`config.mk`:
```
export PLATFORM = sky130hd
export DESIGN_NAME = om_frag_packer_flat
export DESIGN_NICKNAME = d
export VERILOG_FILES = /design/src/rtl/om_frag_packer_if.sv /design/src/rtl/om_frag_packer.sv /design/src/flat_wrapper.sv
export SDC_FILE = /design/constraint.sdc
export NUM_CORES = 1
export LEC_CHECK = 0
export CAP_MARGIN = 10
export CELL_PAD_IN_SITES_DETAIL_PLACEMENT = 1
export CELL_PAD_IN_SITES_GLOBAL_PLACEMENT = 1
export CORE_ASPECT_RATIO = 0.75
export CORE_MARGIN = 5
export CORE_UTILIZATION = 36
export DETAILED_ROUTE_END_ITERATION = 6
export GPL_TIMING_DRIVEN = 0
export PLACE_DENSITY = 0.75
export SETUP_SLACK_MARGIN = 0.15
export SLEW_MARGIN = 10
export SYNTH_ARGS = -nofsm -noshare
export SYNTH_HDL_FRONTEND = slang
export SYNTH_SLANG_ARGS = --single-unit
```
`constraint.sdc`:
```
create_clock -name clk -period 6.79 [get_ports clk]
set_clock_uncertainty 0.1 [all_clocks]
set_input_delay 1.358 -clock clk [delete_from_list [all_inputs] [get_ports clk]]
set_output_delay 1.358 -clock clk [all_outputs]
set_load 0.1 [all_outputs]
```
`src/rtl/om_frag_packer_if.sv`:
```
// Fragment-in / OM-request-out handshake bundle for om_frag_packer.
// master drives fragments and sinks requests; slave is the packer.
interface om_frag_packer_if #(
    parameter int NUM_LANES  = 4,
    parameter int DIM_BITS   = 11,
    parameter int DEPTH_BITS = 24,
    parameter int COLOR_BITS = 32,
    parameter int UUID_WIDTH = 44
);
    logic                                  frag_valid;
    logic [UUID_WIDTH-1:0]                 frag_uuid;
    logic [DIM_BITS-1:0]                   frag_pos_x;
    logic [DIM_BITS-1:0]                   frag_pos_y;
    logic [COLOR_BITS-1:0]                 frag_color;
    logic [DEPTH_BITS-1:0]                 frag_depth;
    logic                                  frag_face;
    logic                                  frag_last;
    logic                                  frag_ready;

    logic                                  om_req_valid;
    logic [UUID_WIDTH-1:0]                 om_req_uuid;
    logic [NUM_LANES-1:0]                  om_req_mask;
    logic [NUM_LANES-1:0][DIM_BITS-1:0]    om_req_pos_x;
    logic [NUM_LANES-1:0][DIM_BITS-1:0]    om_req_pos_y;
    logic [NUM_LANES-1:0][COLOR_BITS-1:0]  om_req_color;
    logic [NUM_LANES-1:0][DEPTH_BITS-1:0]  om_req_depth;
    logic [NUM_LANES-1:0]                  om_req_face;
    logic                                  om_req_ready;

    modport master (
        output frag_valid, frag_uuid, frag_pos_x, frag_pos_y, frag_color,
               frag_depth, frag_face, frag_last,
        input  frag_ready,
        input  om_req_valid, om_req_uuid, om_req_mask, om_req_pos_x,
               om_req_pos_y, om_req_color, om_req_depth, om_req_face,
        output om_req_ready
    );

    modport slave (
        input  frag_valid, frag_uuid, frag_pos_x, frag_pos_y, frag_color,
               frag_depth, frag_face, frag_last,
        output frag_ready,
        output om_req_valid, om_req_uuid, om_req_mask, om_req_pos_x,
               om_req_pos_y, om_req_color, om_req_depth, om_req_face,
        input  om_req_ready
    );
endinterface

```
`src/rtl/om_frag_packer.sv`:
```
// Packs single shaded fragments into NUM_LANES-wide OM requests, flushing
// partial buffers on full, uuid change, last-fragment or idle timeout.
module om_frag_packer_lane #(
    parameter int DIM_BITS   = 11,
    parameter int DEPTH_BITS = 24,
    parameter int COLOR_BITS = 32
) (
    input  logic                  clk,
    input  logic                  reset,
    input  logic                  wr,
    input  logic                  ld,
    input  logic                  keep,
    input  logic [DIM_BITS-1:0]   in_x,
    input  logic [DIM_BITS-1:0]   in_y,
    input  logic [COLOR_BITS-1:0] in_color,
    input  logic [DEPTH_BITS-1:0] in_depth,
    input  logic                  in_face,
    output logic [DIM_BITS-1:0]   out_x,
    output logic [DIM_BITS-1:0]   out_y,
    output logic [COLOR_BITS-1:0] out_color,
    output logic [DEPTH_BITS-1:0] out_depth,
    output logic                  out_face
);
    typedef struct packed {
        logic [DIM_BITS-1:0]   x;
        logic [DIM_BITS-1:0]   y;
        logic [COLOR_BITS-1:0] color;
        logic [DEPTH_BITS-1:0] depth;
        logic                  face;
    } lane_t;

    lane_t buf_q, out_q;

    // On a combined load+write the output takes the old buffer value.
    always_ff @(posedge clk or negedge reset) begin
        if (!reset) begin
            buf_q <= '0;
            out_q <= '0;
        end else begin
            if (wr) buf_q <= '{in_x, in_y, in_color, in_depth, in_face};
            if (ld) out_q <= keep ? buf_q : '0;
        end
    end

    assign out_x     = out_q.x;
    assign out_y     = out_q.y;
    assign out_color = out_q.color;
    assign out_depth = out_q.depth;
    assign out_face  = out_q.face;
endmodule

module om_frag_packer #(
    parameter int NUM_LANES     = 4,
    parameter int DIM_BITS      = 11,
    parameter int DEPTH_BITS    = 24,
    parameter int COLOR_BITS    = 32,
    parameter int UUID_WIDTH    = 44,
    parameter int FLUSH_TIMEOUT = 16
) (
    input  logic             clk,
    input  logic             reset,
    om_frag_packer_if.slave  bus,
    output logic             busy
);
    localparam int CW = $clog2(NUM_LANES + 1);
    localparam int TW = (FLUSH_TIMEOUT > 0) ? $clog2(FLUSH_TIMEOUT + 1) : 1;

    logic [CW-1:0]         count;
    logic [UUID_WIDTH-1:0] buf_uuid;
    logic                  pend_flush;
    logic [TW-1:0]         timer;
    logic                  out_valid;
    logic [UUID_WIDTH-1:0] out_uuid;
    logic [NUM_LANES-1:0]  out_mask;

    logic                  mismatch, tmo_hit, emit, xfer, accept;
    logic [CW-1:0]         wr_lane;
    logic [NUM_LANES-1:0]  fill;

    logic [NUM_LANES-1:0][DIM_BITS-1:0]   lane_x, lane_y;
    logic [NUM_LANES-1:0][COLOR_BITS-1:0] lane_color;
    logic [NUM_LANES-1:0][DEPTH_BITS-1:0] lane_depth;
    logic [NUM_LANES-1:0]                 lane_face;

    assign mismatch = bus.frag_valid && (count != '0) && (bus.frag_uuid != buf_uuid);
    assign tmo_hit  = (FLUSH_TIMEOUT != 0) && (timer == TW'(FLUSH_TIMEOUT));
    assign emit     = (count != '0) &&
                      ((count == CW'(NUM_LANES)) || pend_flush || mismatch || tmo_hit);
    assign xfer     = emit && (!out_valid || bus.om_req_ready);

    // A transfer frees the buffer in the same cycle, so a fragment can start
    // the next buffer without a bubble.
    assign bus.frag_ready = reset &&
        (((count < CW'(NUM_LANES)) && !pend_flush && !mismatch) || xfer);
    assign accept  = bus.frag_valid && bus.frag_ready;
    assign wr_lane = xfer ? '0 : count;

    for (genvar i = 0; i < NUM_LANES; i++) begin : g_lane
        assign fill[i] = CW'(i) < count;

        om_frag_packer_lane #(
            .DIM_BITS  (DIM_BITS),
            .DEPTH_BITS(DEPTH_BITS),
            .COLOR_BITS(COLOR_BITS)
        ) u_lane (
            .clk      (clk),
            .reset    (reset),
            .wr       (accept && (wr_lane == CW'(i))),
            .ld       (xfer),
            .keep     (fill[i]),
            .in_x     (bus.frag_pos_x),
            .in_y     (bus.frag_pos_y),
            .in_color (bus.frag_color),
            .in_depth (bus.frag_depth),
            .in_face  (bus.frag_face),
            .out_x    (lane_x[i]),
            .out_y    (lane_y[i]),
            .out_color(lane_color[i]),
            .out_depth(lane_depth[i]),
            .out_face (lane_face[i])
        );
    end

    always_ff @(posedge clk or negedge reset) begin
        if (!reset) begin
            count      <= '0;
            buf_uuid   <= '0;
            pend_flush <= 1'b0;
            timer      <= '0;
            out_valid  <= 1'b0;
            out_uuid   <= '0;
            out_mask   <= '0;
        end else begin
            if (xfer) begin
                out_valid <= 1'b1;
                out_uuid  <= buf_uuid;
                out_mask  <= fill;
            end else if (bus.om_req_ready) begin
                out_valid <= 1'b0;
            end

            if (accept) begin
                count      <= xfer ? CW'(1) : count + CW'(1);
                pend_flush <= bus.frag_last;
                if (xfer || count == '0) buf_uuid <= bus.frag_uuid;
            end else if (xfer) begin
                count      <= '0;
                pend_flush <= 1'b0;
            end

            // Saturates at the limit so a blocked timeout flush stays armed.
            if (accept || xfer || count == '0)
                timer <= '0;
            else if (timer != TW'(FLUSH_TIMEOUT))
                timer <= timer + TW'(1);
        end
    end

    assign bus.om_req_valid = out_valid;
    assign bus.om_req_uuid  = out_uuid;
    assign bus.om_req_mask  = out_mask;
    assign bus.om_req_pos_x = lane_x;
    assign bus.om_req_pos_y = lane_y;
    assign bus.om_req_color = lane_color;
    assign bus.om_req_depth = lane_depth;
    assign bus.om_req_face  = lane_face;
    assign busy             = (count != '0) || out_valid;
endmodule

```
`src/flat_wrapper.sv`:
```
// flat-port wrapper written by rule: the top's interface ports become plain ports
module om_frag_packer_flat 
#(
    parameter int NUM_LANES     = 4,
    parameter int DIM_BITS      = 11,
    parameter int DEPTH_BITS    = 24,
    parameter int COLOR_BITS    = 32,
    parameter int UUID_WIDTH    = 44,
    parameter int FLUSH_TIMEOUT = 16
)
  (clk, reset, busy, bus_frag_valid, bus_frag_uuid, bus_frag_pos_x, bus_frag_pos_y, bus_frag_color, bus_frag_depth, bus_frag_face, bus_frag_last, bus_frag_ready, bus_om_req_valid, bus_om_req_uuid, bus_om_req_mask, bus_om_req_pos_x, bus_om_req_pos_y, bus_om_req_color, bus_om_req_depth, bus_om_req_face, bus_om_req_ready);
  om_frag_packer_if #(.NUM_LANES(NUM_LANES), .DIM_BITS(DIM_BITS), .DEPTH_BITS(DEPTH_BITS), .COLOR_BITS(COLOR_BITS), .UUID_WIDTH(UUID_WIDTH)) bus_i ();
  input  logic clk;
  input  logic reset;
  output logic busy;
  input wire logic [$bits(bus_i.frag_valid)-1:0] bus_frag_valid;
  input wire logic [$bits(bus_i.frag_uuid)-1:0] bus_frag_uuid;
  input wire logic [$bits(bus_i.frag_pos_x)-1:0] bus_frag_pos_x;
  input wire logic [$bits(bus_i.frag_pos_y)-1:0] bus_frag_pos_y;
  input wire logic [$bits(bus_i.frag_color)-1:0] bus_frag_color;
  input wire logic [$bits(bus_i.frag_depth)-1:0] bus_frag_depth;
  input wire logic [$bits(bus_i.frag_face)-1:0] bus_frag_face;
  input wire logic [$bits(bus_i.frag_last)-1:0] bus_frag_last;
  output wire logic [$bits(bus_i.frag_ready)-1:0] bus_frag_ready;
  output wire logic [$bits(bus_i.om_req_valid)-1:0] bus_om_req_valid;
  output wire logic [$bits(bus_i.om_req_uuid)-1:0] bus_om_req_uuid;
  output wire logic [$bits(bus_i.om_req_mask)-1:0] bus_om_req_mask;
  output wire logic [$bits(bus_i.om_req_pos_x)-1:0] bus_om_req_pos_x;
  output wire logic [$bits(bus_i.om_req_pos_y)-1:0] bus_om_req_pos_y;
  output wire logic [$bits(bus_i.om_req_color)-1:0] bus_om_req_color;
  output wire logic [$bits(bus_i.om_req_depth)-1:0] bus_om_req_depth;
  output wire logic [$bits(bus_i.om_req_face)-1:0] bus_om_req_face;
  input wire logic [$bits(bus_i.om_req_ready)-1:0] bus_om_req_ready;
  assign bus_i.frag_valid = bus_frag_valid;
  assign bus_i.frag_uuid = bus_frag_uuid;
  assign bus_i.frag_pos_x = bus_frag_pos_x;
  assign bus_i.frag_pos_y = bus_frag_pos_y;
  assign bus_i.frag_color = bus_frag_color;
  assign bus_i.frag_depth = bus_frag_depth;
  assign bus_i.frag_face = bus_frag_face;
  assign bus_i.frag_last = bus_frag_last;
  assign bus_frag_ready = bus_i.frag_ready;
  assign bus_om_req_valid = bus_i.om_req_valid;
  assign bus_om_req_uuid = bus_i.om_req_uuid;
  assign bus_om_req_mask = bus_i.om_req_mask;
  assign bus_om_req_pos_x = bus_i.om_req_pos_x;
  assign bus_om_req_pos_y = bus_i.om_req_pos_y;
  assign bus_om_req_color = bus_i.om_req_color;
  assign bus_om_req_depth = bus_i.om_req_depth;
  assign bus_om_req_face = bus_i.om_req_face;
  assign bus_i.om_req_ready = bus_om_req_ready;
  om_frag_packer #(.NUM_LANES(NUM_LANES), .DIM_BITS(DIM_BITS), .DEPTH_BITS(DEPTH_BITS), .COLOR_BITS(COLOR_BITS), .UUID_WIDTH(UUID_WIDTH), .FLUSH_TIMEOUT(FLUSH_TIMEOUT)) u_core (.clk(clk), .reset(reset), .bus(bus_i), .busy(busy));
endmodule
```
==> results.yml, run 1 <==
yosys:
  muxShareOfSynthArea: 0.144
  ys_types: 35
  ys_ff_latch: 734
  syn_inst: 2465
  netlist_area_um2: 28500
  synth-xor-area-share: 0.0148
  synth.area.top_cells: "dfrtp_1 65%, mux2_2 14%, nand2_1 10%, nand3_1 5.7%, xor2_1 1.4%"
  synth_top_family_by_area: "simple AND/OR/NAND/NOR gates"
  ys_warn_count: 0
  avgSynthCellArea_um2: 11.5
  syn_nets: 2597
  ys_seq_area_frac: 0.645
  synth_compound_area_frac: 0.00356
  synthAdderAreaFrac: 0.00176
  synth_top_cell_area_share: 0.645
  synth-simple-area-share: 0.167
  yosysTopAreaCell: "dfrtp_1"
sta:
  finalSetupViolations: 0
  finalMaxSlewViolations: 0
  fin_tns_setup_ns: 0
  period_share: 0.903
  hold_viol: 0
  period_needed_ns: 6.13
  relSlewSlack: 0.0943
  hold_ws_ns: 0.367
  tightest_slew_ns: 1.35
  grt_setup_unrepaired: "false"
  fmax_mhz: 163
die:
  dieHeight_um: 253
  die_w_um: 335
  io_pins: 495
  initial_core_util: 0.362
  fp.dieArea_um2: 84800
  core-area_um2: 78500
  std_cell_rows: 89
routing:
  drtPass1Iterations: 4
  wl_mm: 98.5
  drc: 0
  vias_per_cell: 5.05
  drt_iter0_drc: 1209
  detail-route-antenna-nets: 0
  wl_met3_mm: 6.66
  topRoutingLayerUsed: "met5"
  wl_per_cell_um: 23.7
  num_vias: 21000
  wl_met1_mm: 41.9
  met2WireLength_mm: 46.4
global_routing:
  gr-total-overflow: 0
  grt_max_degree: 121
  antenna_found_initial: 10
  grt_pass1_wl_mm: 148
  track_usage: 0.229
  grt_pass1_vias: 23300
pwr:
  power.density_nw_per_um2: 536
  p_leak_nw: 18.3
  max-vdd-ir-drop_v: 0.000394
  p_total_mw: 20.1
place:
  placedCellCount: 4015
  placed_cell_area_um2: 35000
  io_buffer_count: 494
  place_congestion: 0.872
  dp.final_hpwl_mm: 72.3
setup_path:
  crit_slowest_cell: "dlymetal6s2s_1"
  path_cells: "clkdlybuf4s50_1 -> xor2_1 -> nor4_1 -> nand4_1 -> o311a_1 -> nor3_1 -> nor2_1 -> nor2b_1 -> dlymetal6s2s_1"
  crit_buf_inv: 2
  crit_required_ns: 5.33
  critPathTopFamily: "simple AND/OR/NAND/NOR gates"
  worst-path-max-fanout: 5
  critPathMaxStageDelay_ns: 0.80
  cp.arrival_ns: 4.67
  start_kind: "input pin"
  end_kind: "output pin"
  path_class: "in -> out"
clock_tree:
  cts_buffers: 75
  post_cts_resized: 0
  clockRootBuffer: "clkbuf_16"
  clock_latency_ns: 0.62
  cts_tree: "built"
  cts_buffer_depth: 3
  cts_setup_buffers: 0
  cts_num_sinks: 734
  clk_pin_slew_ns: 0.06
  ctsHtreeMaxLevel: 3
  postCtsHoldBufs: 0
layout:
  final_nets: 3178
  final_layout_size_suffix_gt1_frac: 0.167
  fill_cells: 8330
  final_common_cell: "nand2_1"
  synthToLayoutAreaGrowth_pct: 31.9
  final_area_um2: 37500
  final_cell_count_no_fill: 4155
  mostFrequentLayoutCells: "777 x nand2_1, 734 x dfrtp_1, 491 x clkdlybuf4s50_1, 349 x mux2_2, 323 x nand3_1"
run_status:
  status: "finished clean"
hold_path:
  hold_class: "reg -> reg"
run:
  max-cap-violations: 0
tightest hold or removal path: stages, from the launching register on:
cell and delay, ns:
dfrtp_1 0.34, nand2_1 0.05, nand2_1 0.05
kinds of logic after synthesis:
kind of cell               after synthesis
DFF                                    734
and+or+nand+nor                       1138
adders and majority gates                4
muxes                                  363
xor gates and xnor gates                48
buffers and inverters                  164
AOI/OAI and AO/OA                       14
cell type report:
cell class / count / area [µm²] / share of cell area
Antenna cell: 7 / 17.5 / 0.000467
Buffer: 160 / 663 / 0.0177
Clock buffer: 108 / 2240 / 0.0596
Clock inverter: 25 / 319 / 0.00850
Inverter: 4 / 15.0 / 0.000400
Multi-Input combinational cell: 1567 / 9420 / 0.251
Sequential cell: 734 / 18400 / 0.489
Tap cell: 1046 / 1310 / 0.0349
Timing Repair Buffer: 504 / 5200 / 0.138
cells in the mapped netlist (all sizes together):
cell / count
nand2: 777
dfrtp: 734
mux2: 362
nand3: 323
clkbuf: 106
buf: 54
xor2: 46
nor2: 11
nor4: 11
o21ai: 6
nand4: 5
ha: 4
nor3: 4
inv: 3
a21oi: 2
nand2b: 2
o21a: 2
or2: 2
xnor2: 2
a21o: 1
a2bb2oi: 1
clkinv: 1
mux2i: 1
nor2b: 1
nor4b: 1
nor4bb: 1
o22ai: 1
o311a: 1
final timing paths:
| kind | from | endpoint | slack (ns) | cells past startpoint |
|---|---|---|---|---|
| setup / recovery | bus_frag_uuid[23] | bus_frag_ready | 0.66 | 9 |
| hold / removal | u_core.g_lane[1].u_lane.out_y[4] | u_core.g_lane[1].u_lane.out_y[4] | 0.37 | 2 |
| setup reg to reg | u_core.buf_uuid[23] | u_core.g_lane[3].u_lane.buf_q[73] | 2.21 | 9 |
| hold reg to reg | u_core.g_lane[1].u_lane.out_y[4] | u_core.g_lane[1].u_lane.out_y[4] | 0.37 | 2 |
| max in group asynchronous | reset | u_core.g_lane[1].u_lane.out_x[0] | 3.72 | 5 |
| min in group asynchronous | reset | u_core.g_lane[1].u_lane.buf_q[37] | 0.59 | 1 |
registers in the layout (all words and copies together) (netlist names):
register / flops
u_core.count: 3
u_core.timer: 5
u_core.g_lane.u_lane.buf_q: 316
u_core.bus.om_req_uuid: 44
u_core.g_lane.u_lane.out_y: 44
u_core.g_lane.u_lane.out_face: 4
u_core.pend_flush: 1
u_core.buf_uuid: 44
u_core.bus.om_req_mask: 4
u_core.g_lane.u_lane.out_depth: 96
u_core.g_lane.u_lane.out_x: 44
u_core.bus.om_req_valid: 1
u_core.g_lane.u_lane.out_color: 128
per-stage QoR:
| stage | worst slack [ns] | util |
|---|---|---|
| detailed placement | 0.372 | 0.445 |
| global route | 0.562 | 0.478 |
| finish | 0.658 | 0.478 |
| CTS | 0.295 | 0.478 |
| floorplan | 1.48 | - |
| global placement | -27.34 | 0.442 |
routing by layer:
layer	GRT usage	up-vias
met3	0.0630	176
met2	0.373	527
met5	0	-
met1	0.298	10900
li1	-	9334
met4	0.0798	2
power by group:
group          switching [mW]  leakage [nW]  total [mW]  internal (mW)
registers               0.914          9.67        6.75           5.84
logic                    6.77          7.35        9.09           2.33
clock network            1.76          1.27        4.29           2.53
total                    9.44          18.3        20.1           10.7
No activity file was read; power rests on OpenSTA's default activity.
==> run 2: changes to the inputs <==
--- a/config.mk
+++ b/config.mk
@@ -5,7 +5,7 @@
 export SDC_FILE = /design/constraint.sdc
 export NUM_CORES = 1
 export LEC_CHECK = 0
-export CAP_MARGIN = 10
+export CAP_MARGIN = 40
 export CELL_PAD_IN_SITES_DETAIL_PLACEMENT = 1
 export CELL_PAD_IN_SITES_GLOBAL_PLACEMENT = 1
 export CORE_ASPECT_RATIO = 0.75
@@ -15,6 +15,7 @@
 export GPL_TIMING_DRIVEN = 0
 export PLACE_DENSITY = 0.75
 export SETUP_SLACK_MARGIN = 0.15
+export SKIP_LAST_GASP = 1
 export SLEW_MARGIN = 10
 export SYNTH_ARGS = -nofsm -noshare
 export SYNTH_HDL_FRONTEND = slang
==> results.yml, run 2 (synthesis results as in run 1) <==
pwr:
  p_int_mw: 12.3
  p_leak_nw: 21.5
  p_clk_frac: 0.185
  p_switching_mw: 10.4
  p_total_mw: 22.8
  power.density_nw_per_um2: 509
  p_comb_frac: 0.511
  netSwitchingFraction: 0.459
  seq_power_share: 0.304
  max-vdd-ir-drop_v: 0.000369
setup_path:
  worst-path-max-fanout: 5
  cp.arrival_ns: 4.79
  path_cells: "clkdlybuf4s50_1 -> xor2_1 -> nor4_1 -> nand3_1 -> o311a_1 -> o21a_1 -> clkbuf_1 -> nor2_1 -> nor2b_1 -> clkdlybuf4s50_1 -> buf_16"
  path_common_cell: "clkdlybuf4s50_1"
  critPathMaxStageDelay_ns: 0.70
  path_class: "in -> out"
  end_kind: "output pin"
  crit_slowest_cell: "nor4_1"
  critPathTopFamily: "buffers and inverters"
  start_kind: "input pin"
  crit_required_ns: 5.33
  crit_buf_inv: 4
routing:
  num_vias: 23500
  drtPass1Iterations: 5
  drc: 0
  wl_mm: 121
  vias_per_cell: 5.18
  drt_iter0_drc: 1580
  wl_per_cell_um: 26.8
  detail-route-antenna-nets: 0
global_routing:
  gr-total-overflow: 0
  grt_max_degree: 121
  track_usage: 0.282
  antenna_found_initial: 13
  grt_pass1_vias: 26800
  grt_pass1_wl_mm: 179
layout:
  final_nets: 3551
  synthToLayoutAreaGrowth_pct: 57.1
  final_core_util: 0.569
  final_cell_count_no_fill: 4531
  final_common_cell: "nand2_1"
  largest_reg_flops: 316
  mostFrequentLayoutCells: "777 x nand2_1, 734 x dfrtp_1, 493 x clkdlybuf4s50_1, 349 x mux2_2, 323 x nand3_1"
  final_layout_size_suffix_gt1_frac: 0.255
  regMostFlops: "u_core.g_lane.u_lane.buf_q"
clock_tree:
  cts_num_sinks: 734
  ctsHtreeMaxLevel: 3
  cts_tree: "built"
  clk_pin_slew_ns: 0.06
  clock_latency_ns: 0.62
  postCtsHoldBufs: 0
  cts_buffer_depth: 3
  clockRootBuffer: "clkbuf_16"
  cts_setup_buffers: 0
  post_cts_resized: 0
  cts_buffers: 74
run:
  max-cap-violations: 0
sta:
  fmax_mhz: 160
  period_needed_ns: 6.25
  period_share: 0.920
  tightest_slew_ns: 0.942
  finalMaxSlewViolations: 0
  worst_slack_ns: 0.541
  relSlewSlack: 0.370
  hold_viol: 0
  fin_tns_setup_ns: 0
  finalSetupViolations: 0
  grt_setup_unrepaired: "false"
die:
  dieHeight_um: 253
  core-area_um2: 78500
  fp.dieArea_um2: 84800
  io_pins: 495
  die_w_um: 335
  std_cell_rows: 89
  initial_core_util: 0.362
hold_path:
  hold_class: "reg -> reg"
place:
  placedCellCount: 4389
  dp.final_hpwl_mm: 90.9
  place_congestion: 0.872
  io_buffer_count: 494
  place_ws_ns: 0.615
run_status:
  status: "finished clean"
[run 2: cell types whose count changed in the layout (fill, tap and decap cells not counted), moves of 2 or more]
cell,before,now
buf_8,1,243
clkinvlp_4,1,4
inv_6,1,4
clkbuf_1,115,119
buf_16,8,139
clkdlybuf4s50_1,491,493
buf_6,2,4
diode_2,7,10
clkinv_2,14,9
clkbuf_8,15,13
clkbuf_16,79,76
[run 2: path summary, 6_finish.rpt]
path                                                         end  cells after the start                             startpoint  slack (ns)
max in group asynchronous      u_core.g_lane[2].u_lane.buf_q[76]                      5                                  reset        3.70
max reg2reg                    u_core.g_lane[2].u_lane.buf_q[77]                     10                    u_core.buf_uuid[23]        2.19
max                                               bus_frag_ready                     11                      bus_frag_uuid[14]        0.54
min in group asynchronous      u_core.g_lane[3].u_lane.buf_q[39]                      1                                  reset        0.58
min                        u_core.g_lane[1].u_lane.out_color[27]                      2  u_core.g_lane[1].u_lane.out_color[27]        0.37
min reg2reg                u_core.g_lane[1].u_lane.out_color[27]                      2  u_core.g_lane[1].u_lane.out_color[27]        0.37
[run 2: area by class of cell]
type | instances | area [µm²]
clock buffers | 107 | 2150
multi-input cells | 1567 | 9420
well taps | 1046 | 1310
inverters | 4 | 15.0
flip-flops and latches | 734 | 18400
repair buffers | 878 | 12400
diodes | 10 | 25.0
plain buffers | 160 | 663
clock inverters | 25 | 308
fillers | 7847 | 33800
[run 2: metrics by stage]
step	cell area [µm²]	hold WS [ns]
after floorplan	28500	0.340
after global placement	34700	0.354
final	44700	0.372
after global routing	44700	0.398
after CTS	44700	0.375
after detailed placement	42200	0.359
[run 2: worst reg2reg max path, stage by stage (launching register included)]
cell     delay, ns
dfrtp_1       0.44
xor2_1        0.19
nor4_1        0.71
nand4_1       0.26
o311a_1       0.50
o21ai_2       0.27
nand4_1       0.79
buf_6         0.44
buf_2         0.24
buf_2         0.25
mux2_2        0.31
[run 2: power groups by stage]
stage	Clock, mW	Sequential, mW	Combinational (mW)
6_report	4.22	6.92	11.6
5_1_grt	4.48	7.01	12.1
4_1_cts	4.28	6.88	11.7
3_5_place_dp	0	6.91	11.6
3_3_place_gp	0	6.74	8.85
2_1_floorplan	0	9.91	2.92
[run 2: per-layer routing]
metal	global-route usage	up-vias	wire length, µm
met5	0	-	16
met4	0.118	4	5430
met3	0.0497	274	6210
met2	0.510	805	63500
met1	0.333	12300	46100
li1	-	10100	-
